`src/rtl/rom_arb_pkg.sv`:
```
// rtl/rom_arb_pkg.sv - shared limits and tag types for the ROM read-port arbiter
package rom_arb_pkg;

    localparam int ROM_ARB_MAX_REQ = 8;
    localparam int ROM_ARB_MAX_LAT = 4;

    typedef logic [2:0] req_id_t;

    typedef struct packed {
        logic    valid;
        req_id_t id;
    } tag_t;

endpackage

```
`src/rtl/rom_arb_rr_pick.sv`:
```
// rtl/rom_arb_rr_pick.sv - rotate-and-find-first picker; the first set bit at or after start wins
module rom_arb_rr_pick
    import rom_arb_pkg::*;
#(
    parameter int NUM_REQ = 2
) (
    input  logic [NUM_REQ-1:0] req,
    input  req_id_t            start,
    output logic               found,
    output req_id_t            winner
);

    logic [2*NUM_REQ-1:0] doubled;
    logic [2*NUM_REQ-1:0] rotated;
    int                   sum;

    assign doubled = {req, req};
    assign rotated = doubled >> start;

    // Bit k of the rotated vector is requester (start + k) mod NUM_REQ.
    always_comb begin
        found  = 1'b0;
        winner = '0;
        sum    = 0;
        for (int k = 0; k < NUM_REQ; k++) begin
            if (!found && rotated[k]) begin
                found = 1'b1;
                sum   = int'(start) + k;
                if (sum >= NUM_REQ) begin
                    sum = sum - NUM_REQ;
                end
                winner = req_id_t'(sum);
            end
        end
    end

endmodule

```
`src/rtl/rom_arbiter.sv`:
```
// rtl/rom_arbiter.sv - shares the synchronous ROM read port among NUM_REQ requesters
// Optional: ROM_ARB_FIXED_PRIO_EN selects fixed lowest-index priority instead of round-robin.
module rom_arbiter
    import rom_arb_pkg::*;
#(
    parameter int NUM_REQ     = 2,
    parameter int ADDR_W      = 32,
    parameter int DATA_W      = 32,
    parameter int MEM_LATENCY = 1
) (
    input  logic                           clk,
    input  logic                           reset,
    input  logic [NUM_REQ-1:0]             req_valid,
    input  logic [NUM_REQ-1:0][ADDR_W-1:0] req_addr,
    output logic [NUM_REQ-1:0]             req_ready,
    output logic [NUM_REQ-1:0]             resp_valid,
    output logic [DATA_W-1:0]              resp_data,
    output logic [ADDR_W-1:0]              mem_addr,
    input  logic [DATA_W-1:0]              mem_rdata
);

    logic              found;
    logic              grant;
    req_id_t           winner;
    req_id_t           start;
    logic [ADDR_W-1:0] addr_q;
    logic [DATA_W-1:0] data_q;
    tag_t              tag_q [MEM_LATENCY];
    tag_t              tag_in;
    tag_t              tag_out;

`ifdef ROM_ARB_FIXED_PRIO_EN
    assign start = '0;
`else
    req_id_t last_grant;

    always_ff @(posedge clk) begin
        if (reset) begin
            last_grant <= req_id_t'(NUM_REQ - 1);
        end else if (grant) begin
            last_grant <= winner;
        end
    end

    assign start = (last_grant == req_id_t'(NUM_REQ - 1)) ? '0 : req_id_t'(last_grant + req_id_t'(1));
`endif

    rom_arb_rr_pick #(
        .NUM_REQ (NUM_REQ)
    ) u_pick (
        .req    (req_valid),
        .start  (start),
        .found  (found),
        .winner (winner)
    );

    assign grant = found && !reset;

    // Idle cycles keep presenting the last granted address so the ROM input stays stable.
    always_comb begin
        req_ready = '0;
        mem_addr  = addr_q;
        for (int i = 0; i < NUM_REQ; i++) begin
            if (grant && winner == req_id_t'(i)) begin
                req_ready[i] = 1'b1;
                mem_addr     = req_addr[i];
            end
        end
    end

    always_ff @(posedge clk) begin
        if (reset) begin
            addr_q <= '0;
        end else if (grant) begin
            addr_q <= mem_addr;
        end
    end

    always_comb begin
        tag_in       = '0;
        tag_in.valid = grant;
        tag_in.id    = winner;
    end

    // Tags advance every cycle so a grant's id emerges exactly when its ROM data does.
    always_ff @(posedge clk) begin
        if (reset) begin
            for (int s = 0; s < MEM_LATENCY; s++) begin
                tag_q[s] <= '0;
            end
        end else begin
            tag_q[0] <= tag_in;
            for (int s = 1; s < MEM_LATENCY; s++) begin
                tag_q[s] <= tag_q[s-1];
            end
        end
    end

    assign tag_out = tag_q[MEM_LATENCY-1];

    always_comb begin
        resp_valid = '0;
        for (int i = 0; i < NUM_REQ; i++) begin
            resp_valid[i] = tag_out.valid && (tag_out.id == req_id_t'(i));
        end
    end

    always_ff @(posedge clk) begin
        if (reset) begin
            data_q <= '0;
        end else if (tag_out.valid) begin
            data_q <= mem_rdata;
        end
    end

    assign resp_data = tag_out.valid ? mem_rdata : data_q;

endmodule
```
`config.mk`:
```
export PLATFORM = sky130hd
export DESIGN_NAME = rom_arbiter
export DESIGN_NICKNAME = d
export VERILOG_FILES = /design/src/rtl/rom_arb_pkg.sv /design/src/rtl/rom_arb_rr_pick.sv /design/src/rtl/rom_arbiter.sv
export SDC_FILE = /design/constraint.sdc
export NUM_CORES = 1
export LEC_CHECK = 0
export ABC_AREA = 1
export CORE_MARGIN = 4
export CORE_UTILIZATION = 44
export DETAILED_ROUTE_END_ITERATION = 10
export PLACE_DENSITY_LB_ADDON = 0.25
export SYNTH_ARGS = -nofsm -noshare
export SYNTH_HDL_FRONTEND = slang
export SYNTH_SLANG_ARGS = --single-unit
```
`constraint.sdc`:
```
create_clock -name clk -period 4.91 [get_ports clk]
set_input_delay 1.2275 -clock clk [delete_from_list [all_inputs] [get_ports clk]]
set_output_delay 1.2275 -clock clk [all_outputs]
set_load 0.05 [all_outputs]
```
# Yosys cells after proc, flatten, opt, wreduce, memory -nomap -nowiden

Memories as Yosys holds them, arrays and structs flattened.
Index checks and enable logic that the tools add are counted.

Reduce and logical (&&, ||, !) cells: 11
Order comparisons: 2
Muxes and demuxes: 17
Equal/unequal tests: 3
Shift operators: 1
Add/sub/neg operators: 4

Operators by type and width:

| operator                                                           | number |
|---|---|
| two-way mux 32 bit                                                 | 3 |
| two-way mux 3 bit                                                  | 5 |
| == test 3 x 1 -> 1 bit (second input constant)                     | 3 |
| two-way mux 1 bit                                                  | 8 |
| logical AND 1 bit                                                  | 6 |
| logical NOT 3 bit                                                  | 2 |
| adder 3 x 1 -> 4 bit (second input constant)                       | 1 |
| greater-or-equal comparator 4 x 2 -> 1 bit (second input constant) | 1 |
| two-way mux 4 bit                                                  | 1 |
| OR reduction 4 bit                                                 | 1 |
| >> shifter 4 x 3 -> 2 bit                                          | 1 |
| adder 3 x 1 -> 3 bit (second input constant)                       | 1 |
| greater-or-equal comparator 3 x 2 -> 1 bit (second input constant) | 1 |
| subtractor 3 x 2 -> 3 bit (second input constant)                  | 1 |
| subtractor 3 bit (second input constant)                           | 1 |
| logical NOT 1 bit                                                  | 2 |

RAM bits: 4
Bits in registers: 67
Output and inout bits: 68
Logic and storage cells: 42
Memories kept: 1
Input bits: 100

Memories:

| memory | words | width | rd ports | clocked after memory_dff | wr ports | RTL line          | RTL |
|---|---|---|---|---|---|---|---|
| tag_q  | 1     | 4     | 1        | 0                        | 1        | rom_arbiter.sv:28 | `tag_t tag_q [MEM_LATENCY];` |

# Logic depth before layout (Yosys ltp)

Gate-level depths: netlist of run 1.

Word-level depth: 11
Depth in mapped cells: 18
Mapped depth without buffers: 16

# Modules after synthesis

Synthesis of run 1 repeated with hierarchy kept, for this count alone.

Cells, all modules: 493
Area total of the unflattened synthesis: 3,736.1 um2

Modules (own cells, without submodules):

| module          | instances | area each (um2) | cells each | seq. area each (um2) |
|---|---|---|---|---|
| rom_arbiter     | 1         | 3,578.4         | 459        | 1,421.4 |
| rom_arb_rr_pick | 1         | 157.7           | 34         | 0.0 |

# Worst setup path after synthesis of run 1

OpenSTA, ideal clock, no wires.

Path type: input to output
Start: in req_valid[0]
End: out mem_addr[24]
Path buffers: 1
Stages on the path: 11
Data required time: 3.683 ns
Slack: 1.081 ns
Arrival: 2.602 ns
Cells stage by stage: inv_1 o21ai_2 nand2_2 a21oi_4 nand2_2 nor2_4 buf_12 nand2_2 nand3_1 nand2_1 inv_1

Word-level cells in the longest chain between the ends: 9
Elaborated cells on any way between the ends: 14
Classes of those cells: eq/ne: 1; shift: 1; mux: 6; reduce/logical: 6

RTL lines:

| item                                                   | RTL line                             | RTL |
|---|---|---|
| from (decl)                                            | rom_arbiter.sv:13                    | `input logic [NUM_REQ-1:0] req_valid,` |
| >> shifter 4 x 3 -> 2 bit *                            | rom_arb_rr_pick.sv:18                | `assign rotated = doubled >> start;` |
| two-way mux 1 bit                                      | rom_arb_rr_pick.sv:26                | `if (!found && rotated[k]) begin` |
| logical NOT 1 bit                                      | rom_arb_rr_pick.sv:26                |  |
| logical AND 1 bit                                      | rom_arb_rr_pick.sv:26                |  |
| two-way mux 3 bit or two-way mux 1 bit (tied branches) | rom_arb_rr_pick.sv:26                |  |
| logical NOT 3 bit or logical AND 1 bit (tied branches) | rom_arbiter.sv:64, rom_arbiter.sv:57 |  |
| logical AND 1 bit                                      | rom_arbiter.sv:64                    | `if (grant && winner == req_id_t'(i)) begin` |
| two-way mux 32 bit                                     | rom_arbiter.sv:64                    |  |
| two-way mux 32 bit *                                   | rom_arbiter.sv:64                    |  |
| to (decl)                                              | rom_arbiter.sv:18                    | `output logic [ADDR_W-1:0] mem_addr,` |

Every way passes the cells marked *; elsewhere a longest branch is shown, timed or not.

# Worst setup path in the final report of run 1

Start: in req_valid[0]
End: out mem_addr[8]

The elaborated chain is that of the path after synthesis.

==> metrics.md, run 1 <==
| Metric | Value |
|---|---|
| CP Data Required Time | `3.68 ns` |
| Routed WL | `9.35 mm` |
| DR vias | `3592` |
| First-pass GRT wire length | `15.2 mm` |
| I/O Pins | `168` |
| Routed length per placed instance | `12.0 um` |
| Critical path class | `input port to output pin` |
| Core footprint | `7730 um2` |
| Number of port buffers | `167` |
| Die area | `9430 um2` |
| Std-Cell Rows | `32` |
| Pwr/cell area | `776 nW/um2` |
| Asr flop ratio synth | `0%` |
| CTS max path bufs | `2` |
| Final Max Tran Viols | `0` |
| RSZ-0062 raised after global routing | `false` |
| Starting density of the core | `45.2%` |
| CTS HTree Levels | `3` |
| Synthesized area | `3490 um2` |
| Crit path top cell by count | `nand2_1` |
| Worst setup margin | `0.476 ns` |
| Slowest cell on the critical path | `clkdlybuf4s50_1` |
| Post-synth EDFFs | `0` |
| Critical Path AT | `3.21 ns` |
| Post-route cell area | `5350 um2` |
| Worst Tran Pin Value | `0.933 ns` |
| TritonCTS Sinks | `71` |
| Pre-antenna DRT Iters | `4` |
| P_leak | `2.63 nW` |
| Mapped Cells | `519` |
| Vias/cell | `4.61` |
| Fill cells | `654` |
| Hpwl dp | `6.93 mm` |
| Max_slew headroom | `37.7%` |
| Final setup vio count | `0` |
| Share of layout cells above drive strength 1 | `13.9%` |
| Worst skew pair latency | `0.33 ns` |
| Largest net degree at the start of global routing | `66` |
| GRT Resource Usage Total | `19.3%` |
| CTS tree | `done` |
| Worst Path Max Fanout | `65` |
| CP peak stage delay | `0.48 ns` |
| CTS Hold Bufs | `0` |
| Vias in the first global route | `3379` |
| Max-Cap Viols | `0` |
| #FFs+latches synth | `71` |
| Most frequent cells in the layout | `200 x nand2_1, 132 x clkdlybuf4s50_1, 71 x dfxtp_1` |
| Fin Clk Skew | `0.0131 ns` |
| Seq/Total Area, Yosys | `40.7%` |
| Setup Fix Bufs, Post-CTS | `0` |
| Critical path cell sequence | `clkdlybuf4s50_1 -> inv_1 -> o21ai_2 -> nand2_2 -> nor2_1 -> nand2_1 -> nand2_1 -> inv_2 -> nand3_2 -> buf_12 -> or2_0 -> nand2_1 -> inv_1 -> buf_4` |
| Max VDD drop | `0.572 mV` |
| Post-DP Area | `5110 um2` |
| Area Overhead vs Synth | `53.2%` |
| Avg Cell Area, Syn | `6.73 um2` |
| Setup TNS Final | `0 ns` |
| CTS clock-pin slew for the worst setup and hold paths | `0.07 ns` |
| Dpl ws | `0.485 ns` |
| TritonCTS Buffers | `9` |
| Ys flop type | `dfxtp_1` |
| DRC errors left | `0` |
| Outcome | `finished, final reports clean` |
| Post-route ant nets | `0` |
| Unique masters post-synth | `30` |
| Worst hold path type | `flop to flop` |
| RePlAce Congestion | `0.864` |
| Tcrit/Tclk final | `90.3%` |
| CP Buf/Inv Count | `6` |
| Die Span Y | `97.1 um` |
| Initial antenna violation count | `0` |
| Element type at the critical path end | `output pin` |
| Yosys warnings | `0` |
| Final number of hold-violating endpoints | `0` |
| # diodes | `0` |
| Critical path startpoint category | `input port` |
| Crit path time final | `4.43 ns` |
| Gr ovfl total | `0` |
| Maximum clock rate | `226 MHz` |
| Nets | `777` |
| Die Width | `97.1 um` |
| Delay-heaviest family, CP | `buffers and inverters` |
| 1st-iter DRT viols | `146` |
| Root Buffer | `clkbuf_8` |
| PostCTS Resize Cnt | `0` |
| Mapped Nets | `623` |
| Most common cell after layout, fill and taps aside | `nand2_1` |
==> cells by family (layout without fill, tap and decap cells) <==
family                   after synthesis  after routing  synth area share, %
AND/OR/NAND/NOR                      328            328                 41.2
buffers and inverters                 76            235                 10.3
flip-flops                            71             71                 40.7
AO/OA/AOI/OAI                         40             40                 6.38
adder cells (fa/ha/maj)                4              4                 1.43
==> path summary, 6_finish.rpt <==
check	from	to	slack (ns)	depth (start not counted)
setup / recovery	req_valid[0]	mem_addr[8]	0.48	14
hold / removal	data_q[19]	data_q[19]	0.47	2
setup reg to reg	last_grant[1]	addr_q[21]	2.43	17
hold reg to reg	data_q[19]	data_q[19]	0.47	2
==> power breakdown <==
part / switching, mW / leakage, nW / total (mW) / internal, mW
combinational: 1.91 / 1.93 / 2.77 / 0.854
sequential: 0.0588 / 0.582 / 0.820 / 0.761
clock: 0.226 / 0.120 / 0.566 / 0.339
total: 2.20 / 2.63 / 4.15 / 1.95
==> sequential cells by signal, summed over array words and instances, names as in the netlist <==
signal and cells:
last_grant 3, data_q 32, addr_q 32, tag_q 4
==> through the flow <==
step	cells	hold WS, ns	util, %	power (mW)
finish	780	0.470	69.3	4.15
floorplan	519	0.448	-	2.83
global route	780	0.493	69.3	4.41
global placement	764	0.456	66.1	3.58
detailed placement	764	0.463	66.1	3.62
CTS	780	0.474	69.3	4.19
==> metal layers <==
metal | wire length [um] | up-vias | global-route usage, %
met5 | 0 | - | 0
met2 | 4380 | 131 | 31.9
li1 | - | 1891 | -
met1 | 4010 | 1553 | 23.0
met4 | 166 | 0 | 7.56
met3 | 794 | 17 | 6.53
==> worst min-delay path, cell delays in order (launching register included) <==
cell     delay (ns)
dfxtp_1        0.30
nand2_1        0.07
a21oi_1        0.06
==> cells in the mapped netlist, types with 2 or more instances <==
cell | n | area, um2
nand2_1 | 200 | 751
dfxtp_1 | 71 | 1420
inv_1 | 44 | 165
nor2_1 | 40 | 150
nand3_1 | 33 | 165
a21oi_1 | 32 | 160
or2_0 | 20 | 125
clkbuf_1 | 14 | 52.6
nand2_2 | 14 | 87.6
or2_2 | 12 | 75.1
buf_2 | 5 | 25.0
buf_6 | 5 | 56.3
nand3_2 | 5 | 50.1
ha_1 | 4 | 50.1
inv_2 | 3 | 11.3
o21ai_0 | 2 | 10.0
o22ai_1 | 2 | 12.5
==> cell type report <==
cell class              instances  area [um2]  share of cell area, %
inverters                      47         176                   3.30
multi-input cells             372        1710                   32.0
repair buffers                172        1670                   31.2
clock buffers                   9         124                   2.31
flip-flops and latches         71        1420                   26.6
clock inverters                 7         120                   2.24
well taps                     102         128                   2.38
Note: power is estimated with default switching activity, not from simulation.
==> run 2: changes to the inputs <==
- ABC_AREA: 1 -> unset
- CORE_MARGIN: 4 -> 2
- CORE_UTILIZATION: 44 -> 46
==> run 2 against run 1 <==
Against the previous run: clock skew down 0.0050 ns; core utilization increased by 6.2 points; largest power group unchanged; largest cell class is now non-clock buffers; critical path depth is 6 lower; worst setup slack lost 0.31 ns; highest routed layer unchanged; sequential power rose by 5.5%; cell area up 15%.
==> metrics.md, run 2 <==
| Metric | Value |
|---|---|
| Outcome | `finished, final reports clean (unchanged)` |
| Final core occ | `75.4% (was 69.3%)` |
| CTS tree | `done (unchanged)` |
| Synthesized area | `3840 um2 (was 3490 um2)` |
| Vias/cell | `5.42 (was 4.61)` |
| Final Max Tran Viols | `0 (unchanged)` |
| Dpl ws | `0.138 ns (was 0.485 ns)` |
| Worst Tran Pin Value | `1.07 ns (was 0.933 ns)` |
| Critical Path AT | `3.51 ns (was 3.21 ns)` |
| Unique masters post-synth | `49 (was 30)` |
| Slowest cell on the critical path | `clkdlybuf4s50_1 (unchanged)` |
| Met1 Track Usage GR | `25.9% (was 23.0%)` |
| Maximum clock rate | `211 MHz (was 226 MHz)` |
| Most numerous cell in the Yosys netlist | `dfxtp_1 (was nand2_1)` |
| First-pass GRT wire length | `15.8 mm (was 15.2 mm)` |
| Avg Cell Area, Syn | `10.5 um2 (was 6.73 um2)` |
| Mapped Cells | `367 (was 519)` |
| DRC errors left | `0 (unchanged)` |
| Max VDD drop | `0.543 mV (was 0.572 mV)` |
| Overall power | `4.61 mW (was 4.15 mW)` |
| CTS clock-pin slew for the worst setup and hold paths | `0.07 ns (about the same)` |
| Post-synth EDFFs | `0 (unchanged)` |
| Crit path time final | `4.74 ns (was 4.43 ns)` |
| CP peak stage delay | `0.50 ns (was 0.48 ns)` |
| Largest regs | `addr_q (32), data_q (32), tag_q (4) (unchanged)` |
| RSZ-0062 raised after global routing | `false (unchanged)` |
| Initial antenna violation count | `0 (unchanged)` |
| Fin Clk Skew | `0.00808 ns (was 0.0131 ns)` |
| Critical path class | `input port to output pin (unchanged)` |
| Gr ovfl total | `0 (unchanged)` |
| Die area | `9090 um2 (was 9430 um2)` |
| Most common cell after layout, fill and taps aside | `clkdlybuf4s50_1 (was nand2_1)` |
| Post-route cell area | `6140 um2 (was 5350 um2)` |
| Hpwl dp | `7.55 mm (was 6.93 mm)` |
| Largest net degree at the start of global routing | `38 (was 66)` |
| Seq/Total Area, Yosys | `37.1% (was 40.7%)` |
| Post-route ant nets | `0 (unchanged)` |
| Setup TNS Final | `0 ns (unchanged)` |
| Max_slew headroom | `28.7% (was 37.7%)` |
| Worst hold margin | `0.484 ns (was 0.470 ns)` |
| Nets | `623 (was 777)` |
| Vias in the first global route | `3290 (was 3379)` |
| Yosys warnings | `0 (unchanged)` |
| Tcrit/Tclk final | `96.6% (was 90.3%)` |
| Final number of hold-violating endpoints | `0 (unchanged)` |
| Synth cell count leaders | `71 x dfxtp_1, 41 x inv_1, 33 x o2bb2ai_1 (was 200 x nand2_1, 71 x dfxtp_1, 44 x inv_1)` |
| Worst hold path type | `flop to flop (unchanged)` |
| Met3 GRT Util | `6.56% (was 6.53%)` |
| Synth area leaders | `dfxtp_1 37%, o32ai_2 13%, mux2_2 9.4% (was dfxtp_1 41%, nand2_1 21%, inv_1 4.7%)` |
| Mapped Nets | `471 (was 623)` |
| Number of port buffers | `167 (unchanged)` |
| Fin cells | `629 (was 780)` |
| Final setup vio count | `0 (unchanged)` |
| Starting density of the core | `47.2% (was 45.2%)` |
| RePlAce Congestion | `0.877 (was 0.864)` |
| Most frequent cells in the layout | `132 x clkdlybuf4s50_1, 70 x dfxtp_1, 41 x inv_1 (was 200 x nand2_1, 132 x clkdlybuf4s50_1, 71 x dfxtp_1)` |
| Crit path top cell by count | `buf_12 (was nand2_1)` |
| CTS max path bufs | `2 (unchanged)` |
| Element type at the critical path end | `output pin (unchanged)` |
| Worst Path Max Fanout | `37 (was 65)` |
| Ys flop type | `dfxtp_1 (unchanged)` |
| # diodes | `0 (unchanged)` |
| Std-Cell Rows | `33 (was 32)` |
| P_leak | `2.33 nW (was 2.63 nW)` |
| 1st-iter DRT viols | `115 (was 146)` |
| DR vias | `3411 (was 3592)` |
| Max-Cap Viols | `0 (unchanged)` |
| Critical path startpoint category | `input port (unchanged)` |
| Dpl cells | `613 (was 764)` |
| Area Overhead vs Synth | `60.0% (was 53.2%)` |
| GRT Resource Usage Total | `22.3% (was 19.3%)` |
| Grt peak-use layer | `met2 (unchanged)` |
| #FFs+latches synth | `71 (unchanged)` |
| Critical path cell sequence | `clkdlybuf4s50_1 -> inv_1 -> o32ai_2 -> nand3_2 -> o21ai_4 -> buf_12 -> o2bb2ai_1 -> buf_12 (was clkdlybuf4s50_1 -> inv_1 -> o21ai_2 -> nand2_2 -> nor2_1 -> nand2_1 -> nand2_1 -> inv_2 -> nand3_2 -> buf_12 -> or2_0 -> nand2_1 -> inv_1 -> buf_4)` |
| Share of layout cells above drive strength 1 | `25.8% (was 13.9%)` |
| Worst skew pair latency | `0.35 ns (was 0.33 ns)` |
| Post-DP Area | `5890 um2 (was 5110 um2)` |
| CTS HTree Levels | `3 (unchanged)` |
| Die Width | `95.3 um (was 97.1 um)` |
| Met2 Use GR | `38.1% (was 31.9%)` |
| CP Data Required Time | `3.68 ns (about the same)` |
| Die Span Y | `95.3 um (was 97.1 um)` |
| Pwr/cell area | `752 nW/um2 (was 776 nW/um2)` |
| Routed WL | `10.5 mm (was 9.35 mm)` |
| Worst setup margin | `0.169 ns (was 0.476 ns)` |
| I/O Pins | `168 (unchanged)` |
| Post-synth top area share | `37.1% (was 40.7%)` |
| TritonCTS Sinks | `71 (unchanged)` |
| Root Buffer | `clkbuf_8 (unchanged)` |
| Asr flop ratio synth | `0% (unchanged)` |
| Pre-antenna DRT Iters | `4 (unchanged)` |
| Core footprint | `8130 um2 (was 7730 um2)` |
| TritonCTS Buffers | `9 (unchanged)` |
| Largest area contributor in the netlist | `dfxtp_1 (unchanged)` |
| Routed length per placed instance | `16.7 um (was 12.0 um)` |
[run 2: changes by cell type after synthesis, moves of 11 or more]
cell and change:
a22oi_1 +32, mux2_2 +32, o32ai_2 +31, a21oi_1 -26, o2bb2ai_1 +33, or2_2 -11, nor2_1 -34, nand3_1 -33
or2_0 -20, nand2_2 -14, nand2_1 -198, and2_1 +32
[run 2: cell type report]
type | count | area (um2)
inverter | 41 | 154
clock inverter | 7 | 105
tap | 105 | 131
fill | 549 | 2000
sequential | 71 | 1420
timing repair buffer | 177 | 2120
multi-input combinational | 219 | 2080
clock buffer | 9 | 124
[run 2: cells by family after synthesis]
| logic type | count (synthesis) | share of synthesized area (%) |
|---|---|---|
| xor gates and xnor gates | 3 | 0.685 |
| and+or+nand+nor | 60 | 10.2 |
| DFF | 71 | 37.1 |
| AOI/OAI and AO/OA | 120 | 31.9 |
| buffers and inverters | 77 | 9.43 |
| adders and majority gates | 4 | 1.30 |
| muxes | 32 | 9.39 |
[run 2: final timing paths]
path / depth (start not counted) / slack (ns) / start / to
setup reg to reg: 9 / 1.52 / last_grant[2] / addr_q[25]
hold reg to reg: 2 / 0.48 / addr_q[25] / addr_q[25]
hold / removal: 2 / 0.48 / addr_q[25] / addr_q[25]
setup / recovery: 8 / 0.17 / req_valid[1] / mem_addr[22]
[run 2: critical path, delay by kind of cell]
family | cells | cell delay [ns]
AO/OA/AOI/OAI | 3 | 0.97
buffers and inverters | 4 | 1.08
AND/OR/NAND/NOR | 1 | 0.22
[run 2: what timing repair did]
action	in CTS	in global routing
setup endpoints to repair	0	23
hold buffers	0	0
gates resized for setup	0	3
buffers inserted	0	0
[run 2: per-layer routing]
metal / part of all wire [%] / vias to the layer above / wire length, um
met1: 40 / 1579 / 4230
met5: 0 / - / 0
met4: 2.4 / 0 / 251
li1: - / 1663 / -
met3: 8.4 / 20 / 882
met2: 49 / 149 / 5130
[run 2: where the power goes]
part           leakage [nW]  internal [mW]  switching (mW)
registers             0.585          0.754           0.112
clock network         0.112          0.293           0.240
logic                  1.63           1.36            1.86
==> variant (settings of run 2) <==
The parameter `ADDR_W` goes from 32 to 16.
--- a/src/rtl/rom_arbiter.sv
+++ b/src/rtl/rom_arbiter.sv
@@ -6,3 +6,3 @@
     parameter int NUM_REQ     = 2,
-    parameter int ADDR_W      = 32,
+    parameter int ADDR_W      = 16,
     parameter int DATA_W      = 32,
Interface: changed (resized mem_addr and req_addr); port bits go from 168 to 120. The function was not compared with the original's and may differ.
==> variant against run 2 <==
- synthesized area down 22%
- setup slack better by 120 ps
- clock skew down 2.8 ps
- count of clock-buffer cells in the layout down 4
- core utilization down 8.0 points
- sequential share of layout area up 2.7 points
- critical endpoint is now mem_addr[8]
- highest routed layer unchanged
- via count down 21%
- sequential cell count down 16
- first-iteration DRC count up 25%
- routed wire length down 27%
- design area down 31%
- synthesized cell count down 20%
Power is not compared: it rests on default switching activity, and its combinational part moved more than twofold at a synthesized area within 25%.
==> variant: results (changes against run 2) <==
- The count of buffers from port buffering is 119 (-29%).
- The headroom to the max-slew limit came to 41.56% (+13 points).
- The commonest cells after synthesis are 55 x dfxtp_1, 33 x nor2b_1, 32 x mux2_2.
- The final RePlAce weighted congestion is 0.7816 (-11%).
- The depth of the worst hold-timing path was 2 (unchanged).
- The cell count after placement was 469 (-23%).
- The unique cell type count in the Yosys netlist was 46 (-6.1%).
- The count of cells along the worst register-to-register path is 8 (-1).
- The maximum fanout along the worst path is 16 (-57%).
- CTS placed an instance of clkbuf_8 at the clock tree root.
- The number of global-route vias before repair is 2545 (-23%).
- The CTS clock-pin slew for the worst setup and hold paths was 110 ps (+40 ps).
- Grouping stages by cell kind, the critical path spends the most delay in compound AO/OA/AOI/OAI gates.
- The final routed DRC violation total is 0 (unchanged).
- The global-route wire length before repair came to 12200 um (-23%).
- VDD sags by at most 0.0003393 V.
- The critical path arrival is 3390 ps (-120 ps).
- The detailed-placement wirelength estimate is 5483 um (-27%).
- The met1 track demand over resource in global routing came to 25.50% (-0.43 points).
- The ratio of cells with drive above 1 in the final layout was 21.50% (-4.3 points).
- The average via count per standard cell is 5.646 (+4.1%).
- The length of routed wiring on met1 is 3241 um (-23%).
- The clock latency reported for the late side of the worst-skew pair is 300 ps (-50 ps).
- The met3 wire length is 518 um (-41%).
- The met3 track demand over resource in global routing is 4.425% (-2.1 points).
- By area the synthesized netlist is led by dfxtp_1 37%, mux2_2 12%, nor2b_1 6.9%.
- The clock tree skew after final layout is 5.325 ps (-2.759 ps).
- The flow ran to the end, and the final reports show no timing, DRC or antenna violations.
- The global-route usage over all layers was 20.48% (-1.8 points).
- The wire length on met2 is 3764 um (-27%).
- The total wire length after detailed routing was 7629 um (-27%).
- The net count after synthesis is 367 (-22%).
- The number of non-filler instances in the completed layout came to 477 (-24%).
- The delay of the slowest critical-path stage is 640 ps (+140 ps).
- The xor and xnor area share after synthesis was 0.5863% (-0.099 points).
- The cell type of the slowest stage on the worst timing path is dfxtp_1.
- The fraction of the mapped netlist area in compound gates is 28.10% (-3.8 points).
- The proportion of synthesized area in mux cells was 12.06% (+2.7 points).
- The largest registers in the layout are data_q (32), addr_q (16), tag_q (4).
- The origin of the worst min-delay path is addr_q[12]$_SDFFE_PP0P_.
- The met2 global-route usage came to 35.29% (-2.8 points).
- The largest net degree at the start of global routing is 48 (+26%).
- The count of filler cells inserted in the layout is 538 (-2.0%).
- The share of synthesized cell area in full adder, half adder and majority cells is 1.675% (+0.37 points).
- The first-iteration detailed-routing DRC count is 144 (+25%).
- The critical path class is flip-flop to primary output.
- The sequential fraction of the synthesis area is 36.85% (-0.20 points).
- The number of clock buffers inserted by TritonCTS is 5 (-4).
- The level count of the clock H-tree was 2 (-1).
- The number of instances in the synthesized netlist was 295 (-20%).
==> variant: cell type report <==
| cell class | instances | area [sq um] | share of cell area (%) |
|---|---|---|---|
| tap | 77 | 96.34 | 2.261 |
| multi-input combinational | 190 | 1665 | 39.08 |
| sequential | 55 | 1101 | 25.84 |
| clock buffer | 5 | 68.82 | 1.615 |
| clock inverter | 3 | 23.77 | 0.5578 |
| inverter | 22 | 82.58 | 1.938 |
| timing repair buffer | 125 | 1224 | 28.71 |
==> variant: path summary, 6_finish.rpt <==
path	endpoint	slack [ps]
hold reg to reg	addr_q[12]$_SDFFE_PP0P_	480
setup reg to reg	addr_q[5]$_SDFFE_PP0P_	1840
setup / recovery	mem_addr[8]	290
hold / removal	addr_q[12]$_SDFFE_PP0P_	480
==> variant: logic make-up (layout without fill, tap and decap cells) <==
group	after synthesis	count (layout)
DFF	55	55
xor gates and xnor gates	2	2
AOI/OAI and AO/OA	91	91
adders and majority gates	4	4
buffers and inverters	50	155
muxes	32	32
and+or+nand+nor	61	61
==> variant: tightest hold or removal path, stage by stage (launching register included) <==
cell	delay (ps)
dfxtp_1	330
inv_1	60
a221oi_2	50
==> variant: per-stage QoR <==
step / hold WS (ps) / area [sq um] / setup slack [ps] / power [mW] / utilization [%]
CTS: 478.2 / 4247 / 112.0 / 2.333 / 67.26
floorplan: 442.9 / 2988 / 690.5 / 1.674 / -
global placement: 460.2 / 4154 / 210.0 / 2.049 / 65.79
detailed placement: 457.9 / 4154 / 112.1 / 2.071 / 65.79
finish: 480.8 / 4262 / 288.2 / 2.327 / 67.50
global route: 502.8 / 4262 / 27.61 / 2.448 / 67.50
==> variant: power by group <==
part,switching (mW),leakage [nW],internal (mW)
combinational,0.894,1.09,0.556
clock,0.157,0.0461,0.103
sequential,0.0702,0.452,0.547
total,1.12,1.59,1.21
